### src/rtl/word_uart_tx_pkg.sv
// Shared types and constants for the 32-bit word UART transmitter.
// The PARITY state is only reached when WORD_UART_TX_PARITY_EN is defined.
package word_uart_pkg;

   localparam int UART_DATA_BITS       = 8;
   localparam int DEFAULT_CLKS_PER_BIT = 434;
   localparam int WORD_W               = 32;
   localparam int WORD_BYTES_DEF       = WORD_W / UART_DATA_BITS;
   localparam int BYTE_IDX_W           = $clog2(WORD_BYTES_DEF);
   localparam int BIT_CNT_W            = $clog2(UART_DATA_BITS);

   typedef enum logic [2:0] {
      IDLE,
      START,
      DATA,
      STOP,
      PARITY
   } tx_state_e;

   // Byte idx of a word, byte 0 being the least significant.
   function automatic logic [UART_DATA_BITS-1:0] byte_sel(
      input logic [WORD_W-1:0]     w,
      input logic [BYTE_IDX_W-1:0] idx
   );
      return w[idx*UART_DATA_BITS +: UART_DATA_BITS];
   endfunction

endpackage

### src/rtl/word_uart_tx_if.sv
// Valid/ready word handshake between the result datapath and the UART transmitter.
interface word_uart_tx_if;
   import word_uart_pkg::*;

   logic [WORD_W-1:0] word_in;
   logic              word_valid;
   logic              word_ready;

   modport master (
      output word_in,
      output word_valid,
      input  word_ready
   );

   modport slave (
      input  word_in,
      input  word_valid,
      output word_ready
   );

endinterface

### src/rtl/word_uart_tx_baud_tick.sv
// Bit-period counter: counts CLKS_PER_BIT enabled cycles and flags the last one.
module uart_baud_tick #(
   parameter int CLKS_PER_BIT = 434
) (
   input  logic clk,
   input  logic clr_n,
   input  logic clr_i,
   input  logic en_i,
   output logic tick_o
);

   localparam int               CNT_W   = $clog2(CLKS_PER_BIT);
   localparam logic [CNT_W-1:0] CNT_MAX = CNT_W'(CLKS_PER_BIT - 1);

   logic [CNT_W-1:0] cnt_q;
   logic [CNT_W-1:0] cnt_d;

   always_comb begin
      cnt_d = cnt_q;
      if (clr_i) begin
         cnt_d = '0;
      end else if (en_i) begin
         cnt_d = (cnt_q == CNT_MAX) ? '0 : cnt_q + CNT_W'(1);
      end
   end

   always_ff @(posedge clk or negedge clr_n) begin
      if (!clr_n) begin
         cnt_q <= '0;
      end else begin
         cnt_q <= cnt_d;
      end
   end

   // The bit advances on the same edge that wraps the counter.
   assign tick_o = en_i && !clr_i && (cnt_q == CNT_MAX);

endmodule

### src/rtl/word_uart_tx.sv
// Latches a 32-bit word and sends it as four back-to-back UART frames, LSB byte first.
// Define WORD_UART_TX_PARITY_EN for 8E1 frames; the default build sends 8N1.
module word_uart_tx
   import word_uart_pkg::*;
#(
   parameter int CLKS_PER_BIT = DEFAULT_CLKS_PER_BIT,
   parameter int WORD_BYTES   = WORD_BYTES_DEF
) (
   input  logic          clk,
   input  logic          clr_n,
   word_uart_tx_if.slave bus,
   output logic          tx,
   output logic          busy
);

   localparam logic [BYTE_IDX_W-1:0] LAST_BYTE = BYTE_IDX_W'(WORD_BYTES - 1);
   localparam logic [BIT_CNT_W-1:0]  LAST_BIT  = BIT_CNT_W'(UART_DATA_BITS - 1);

   tx_state_e                 state_q;
   logic [WORD_W-1:0]         hold_q;
   logic [UART_DATA_BITS-1:0] shift_q;
   logic [BIT_CNT_W-1:0]      bit_cnt_q;
   logic [BYTE_IDX_W-1:0]     byte_idx_q;
   logic                      tx_q;
   logic                      busy_q;
   logic                      ready_q;

   logic                      accept;
   logic                      bit_tick;
   logic                      tx_d;
   logic [BYTE_IDX_W-1:0]     byte_idx_d;

   assign accept     = ready_q && bus.word_valid;
   assign byte_idx_d = byte_idx_q + BYTE_IDX_W'(1);

   uart_baud_tick #(
      .CLKS_PER_BIT (CLKS_PER_BIT)
   ) u_baud (
      .clk    (clk),
      .clr_n  (clr_n),
      .clr_i  (accept),
      .en_i   (busy_q),
      .tick_o (bit_tick)
   );

   // Line level for the current state; registered so tx trails the state by one cycle.
   always_comb begin
      tx_d = 1'b1;
      case (state_q)
         START:   tx_d = 1'b0;
         DATA:    tx_d = shift_q[0];
`ifdef WORD_UART_TX_PARITY_EN
         PARITY:  tx_d = ^byte_sel(hold_q, byte_idx_q);
`endif
         default: tx_d = 1'b1;
      endcase
   end

   always_ff @(posedge clk or negedge clr_n) begin
      if (!clr_n) begin
         state_q    <= IDLE;
         hold_q     <= '0;
         shift_q    <= '0;
         bit_cnt_q  <= '0;
         byte_idx_q <= '0;
         tx_q       <= 1'b1;
         busy_q     <= 1'b0;
         ready_q    <= 1'b1;
      end else begin
         tx_q <= tx_d;
         case (state_q)
            IDLE: begin
               if (accept) begin
                  hold_q     <= bus.word_in;
                  shift_q    <= bus.word_in[UART_DATA_BITS-1:0];
                  byte_idx_q <= '0;
                  bit_cnt_q  <= '0;
                  busy_q     <= 1'b1;
                  ready_q    <= 1'b0;
                  state_q    <= START;
               end
            end
            START: begin
               if (bit_tick) begin
                  state_q <= DATA;
               end
            end
            DATA: begin
               if (bit_tick) begin
                  shift_q   <= shift_q >> 1;
                  bit_cnt_q <= bit_cnt_q + BIT_CNT_W'(1);
                  if (bit_cnt_q == LAST_BIT) begin
`ifdef WORD_UART_TX_PARITY_EN
                     state_q <= PARITY;
`else
                     state_q <= STOP;
`endif
                  end
               end
            end
`ifdef WORD_UART_TX_PARITY_EN
            PARITY: begin
               if (bit_tick) begin
                  state_q <= STOP;
               end
            end
`endif
            STOP: begin
               if (bit_tick) begin
                  if (byte_idx_q != LAST_BYTE) begin
                     // Next start bit follows the stop bit with no idle gap.
                     byte_idx_q <= byte_idx_d;
                     shift_q    <= byte_sel(hold_q, byte_idx_d);
                     state_q    <= START;
                  end else begin
                     busy_q  <= 1'b0;
                     ready_q <= 1'b1;
                     state_q <= IDLE;
                  end
               end
            end
            default: begin
               state_q <= IDLE;
            end
         endcase
      end
   end

   assign tx             = tx_q;
   assign busy           = busy_q;
   assign bus.word_ready = ready_q;

endmodule
### src/flat_wrapper.sv
// flat-port wrapper written by rule: the top's interface ports become plain ports
module word_uart_tx_flat import word_uart_pkg::*;
#(
   parameter int CLKS_PER_BIT = DEFAULT_CLKS_PER_BIT,
   parameter int WORD_BYTES   = WORD_BYTES_DEF
)
  (clk, clr_n, tx, busy, bus_word_in, bus_word_valid, bus_word_ready);
  word_uart_tx_if bus_i ();
  input  logic clk;
  input  logic clr_n;
  output logic tx;
  output logic busy;
  input wire logic [$bits(bus_i.word_in)-1:0] bus_word_in;
  input wire logic [$bits(bus_i.word_valid)-1:0] bus_word_valid;
  output wire logic [$bits(bus_i.word_ready)-1:0] bus_word_ready;
  assign bus_i.word_in = bus_word_in;
  assign bus_i.word_valid = bus_word_valid;
  assign bus_word_ready = bus_i.word_ready;
  word_uart_tx #(.CLKS_PER_BIT(CLKS_PER_BIT), .WORD_BYTES(WORD_BYTES)) u_core (.clk(clk), .clr_n(clr_n), .bus(bus_i), .tx(tx), .busy(busy));
endmodule
### config.mk
export PLATFORM = sky130hd
export DESIGN_NAME = word_uart_tx_flat
export DESIGN_NICKNAME = d
export VERILOG_FILES = /design/src/rtl/word_uart_tx_pkg.sv /design/src/rtl/word_uart_tx_if.sv /design/src/rtl/word_uart_tx_baud_tick.sv /design/src/rtl/word_uart_tx.sv /design/src/flat_wrapper.sv
export SDC_FILE = /design/constraint.sdc
export NUM_CORES = 1
export LEC_CHECK = 0
export ABC_AREA = 1
export CAP_MARGIN = 20
export CORE_MARGIN = 3
export CORE_UTILIZATION = 25
export DETAILED_ROUTE_END_ITERATION = 16
export GPL_TIMING_DRIVEN = 0
export SYNTH_ARGS = -nofsm -noshare
export SYNTH_HDL_FRONTEND = slang
export SYNTH_SLANG_ARGS = --single-unit
### constraint.sdc
create_clock -name clk -period 1.7 [get_ports clk]
set_clock_uncertainty 0.2 [all_clocks]
set_input_delay 0.17 -clock clk [delete_from_list [all_inputs] [get_ports clk]]
set_output_delay 0.17 -clock clk [all_outputs]
set_load 0.01 [all_outputs]
==> metrics, run 1 <==
status finished, violations left; failing checks setup timing; Final Hold Fails 0; Rows 39; cell leakage power 1.99 nW; CP endpoint kind register; antenna viol nets, final 0; Die Y 116 µm; distinct cell type count after synthesis 35; Tmin final 1780 ps; final hold slack 185 ps; Crit Path Class reg2reg; worst-path maximum fanout 8; DRC violations left 0; Worst Tran Pin Value 575 ps; pre-CTS setup slack -323 ps; Post-Syn Nets 400; Die Footprint 13600 µm²; Post-Syn Instances 355; final worst setup slack -83.6 ps; Hold WC Path Type in2async; CORE AREA 11700 µm²; CTS HTree Levels 3; share of layout cells above drive strength 1 27.0%; synth warn 0; Syn Area/Cell 8.59 µm²; max_cap viols 0; post-synthesis sequential area ratio 48.5%; Fmax achieved 561 MHz; grt total ovfl 0; Yosys reg bits 59; ANT cells 0; arrival time worst endpoint 1800 ps; Num CTS Buffers 9; Total Routing Usage GR 11.9%; Clock Sink Count 59; post-DP HPWL 5240 µm; clk buf depth 2; Initial DRC Count 150; CP Cell Sequence inv_2 > ha_4 > nand2_4 > nor2_4 > nand3_4 > a21boi_4 > nand2_4 > nand2_1 > nand2_1; Area Overhead vs Synth 38.4%; routed vias 2588; final setup vio count 10; antenna violations before repair 0; post-layout util 36.2%; Setup TNS -710 ps; nets 463; Initial Util 26.1%; WP data required 1710 ps; Pins Over Slew Limit 0; Placer Congestion 0.809; CTS tree built; largest net degree at the start of global routing 37; I/O Buffers 37; clk_lat worst skew 330 ps; drt first pass iters 4; crit share post-route 105%; WP buf/inv 1; I/O Pins 38; Die Wd 116 µm; Root Driver clkbuf_16; critical path's top delay family simple AND/OR/NAND/NOR gates; worst vdd ir 0.000375 V; Worst-path clk slew 50 ps; Slowest-stage cell, CP dfrtp_1; critical path's largest stage delay 400 ps; Mapped Area 3050 µm²; Total Wirelength 7420 µm; Setup crit start kind register; WL per Instance 13.1 µm; Final Power 0.00325 W; vias in the first global route 2608; via-per-instance ratio 4.57; Slew headroom 61.6%; PD cells 771 nW/µm²; first-pass GRT wire length 12600 µm; RSZ-0062 raised after global routing true
==> final timing paths <==
check,start,slack [ps],to,cells past startpoint
setup / recovery,u_core.u_baud.cnt_q[1],-80,u_core.shift_q[7],9
hold / removal,clr_n,190,u_core.u_baud.cnt_q[5],2
setup reg to reg,u_core.u_baud.cnt_q[1],-80,u_core.shift_q[7],9
hold reg to reg,u_core.shift_q[2],270,u_core.shift_q[2],2
max in group asynchronous,clr_n,470,u_core.bus.word_ready,3
min in group clk,bus_word_in[31],220,u_core.hold_q[31],3
==> kinds of logic after synthesis <==
| family | synth area share [%] |
|---|---|
| adder cells (fa/ha/maj) | 4.10 |
| multiplexers | 5.91 |
| XOR/XNOR | 0.862 |
| buffers and inverters | 6.61 |
| AND/OR/NAND/NOR | 22.3 |
| AO/OA/AOI/OAI | 11.7 |
| flip-flops | 48.5 |
==> registers in the layout, indices dropped and copies added (netlist names) <==
register	count
u_core.bit_cnt_q	3
u_core.bus.word_ready	1
u_core.busy	1
u_core.byte_idx_q	2
u_core.hold_q	32
u_core.shift_q	8
u_core.state_q	2
u_core.tx	1
u_core.u_baud.cnt_q	9
==> cells in the mapped netlist (all sizes together) <==
cell type,instances,share of area [%]
inv,34,4.2
nand4,2,0.41
clkbuf,4,0.49
xnor2,1,0.29
clkinv,1,0.12
nor2,32,4.3
and2,1,0.25
ha,10,4.1
a21boi,1,0.62
nand2,94,12
o22ai,5,1.0
o21ai,24,3.9
dfrtp,57,47
a22oi,7,1.7
o21bai,1,0.25
dfstp,2,1.7
xor2,2,0.57
nand3,28,5.0
mux2,16,5.9
buf,9,1.8
a21oi,21,3.9
or2,2,0.41
a31oi,1,0.21
==> per-layer routing <==
metal | global-route usage (%) | routed length, µm | vias to the layer above
li1 | - | - | 1286
met1 | 15.6 | 3400 | 1241
met2 | 18.7 | 3580 | 49
met3 | 3.37 | 295 | 12
met4 | 4.41 | 147 | 0
met5 | 0 | 0 | -
==> power by group <==
| group | switching [W] | internal, W |
|---|---|---|
| logic | 0.0000518 | 0.0000792 |
| registers | 0 | 0.00141 |
| clock network | 0.000652 | 0.00107 |
| total | 0.000704 | 0.00255 |
==> stage by stage <==
step                cells  instance area [µm²]
floorplan             355                 3060
global placement      535                 3610
detailed placement    536                 3630
CTS                   565                 4100
global route          566                 4220
finish                566                 4220
==> cell usage in the layout, fill, tap and decap left out, types with 5 or more instances in the layout <==
cell type        instances
nor2_1                  26
mux2_2                  16
nand2_2                 10
nand2_1                 79
nand2_4                  5
dfrtp_1                 56
o21ai_1                  5
clkdlybuf4s50_1         33
clkbuf_16                9
o21ai_0                 17
buf_6                    5
buf_4                   14
a22oi_1                  7
inv_1                   25
a21oi_1                 17
nand3_1                 24
ha_1                     5
inv_2                    9
==> what timing repair did <==
| item | in CTS | in global routing |
|---|---|---|
| resized for setup | 26 | 39 |
| pin swaps | 5 | 11 |
| buffers inserted | 12 | 0 |
| setup endpoints to repair | 55 | 59 |
| hold endpoints to repair | 22 | 0 |
| hold buffers | 1 | 0 |
| cloned | 1 | 1 |
==> layout make-up <==
cell class	count	area, µm²
plain buffers	12	97.6
clock buffers	11	253
clock inverters	5	37.5
fillers	1184	7440
inverters	35	133
multi-input cells	248	1510
flip-flops and latches	59	1480
well taps	143	179
repair buffers	53	527
(Power assumes the default switching activity.)
==> run 2, diff against run 1 <==
Settings changed: ABC_CLOCK_PERIOD_IN_PS set to 1700.
==> results of run 2 <==
Final layout, timing and power as in run 1 (identical DEF).
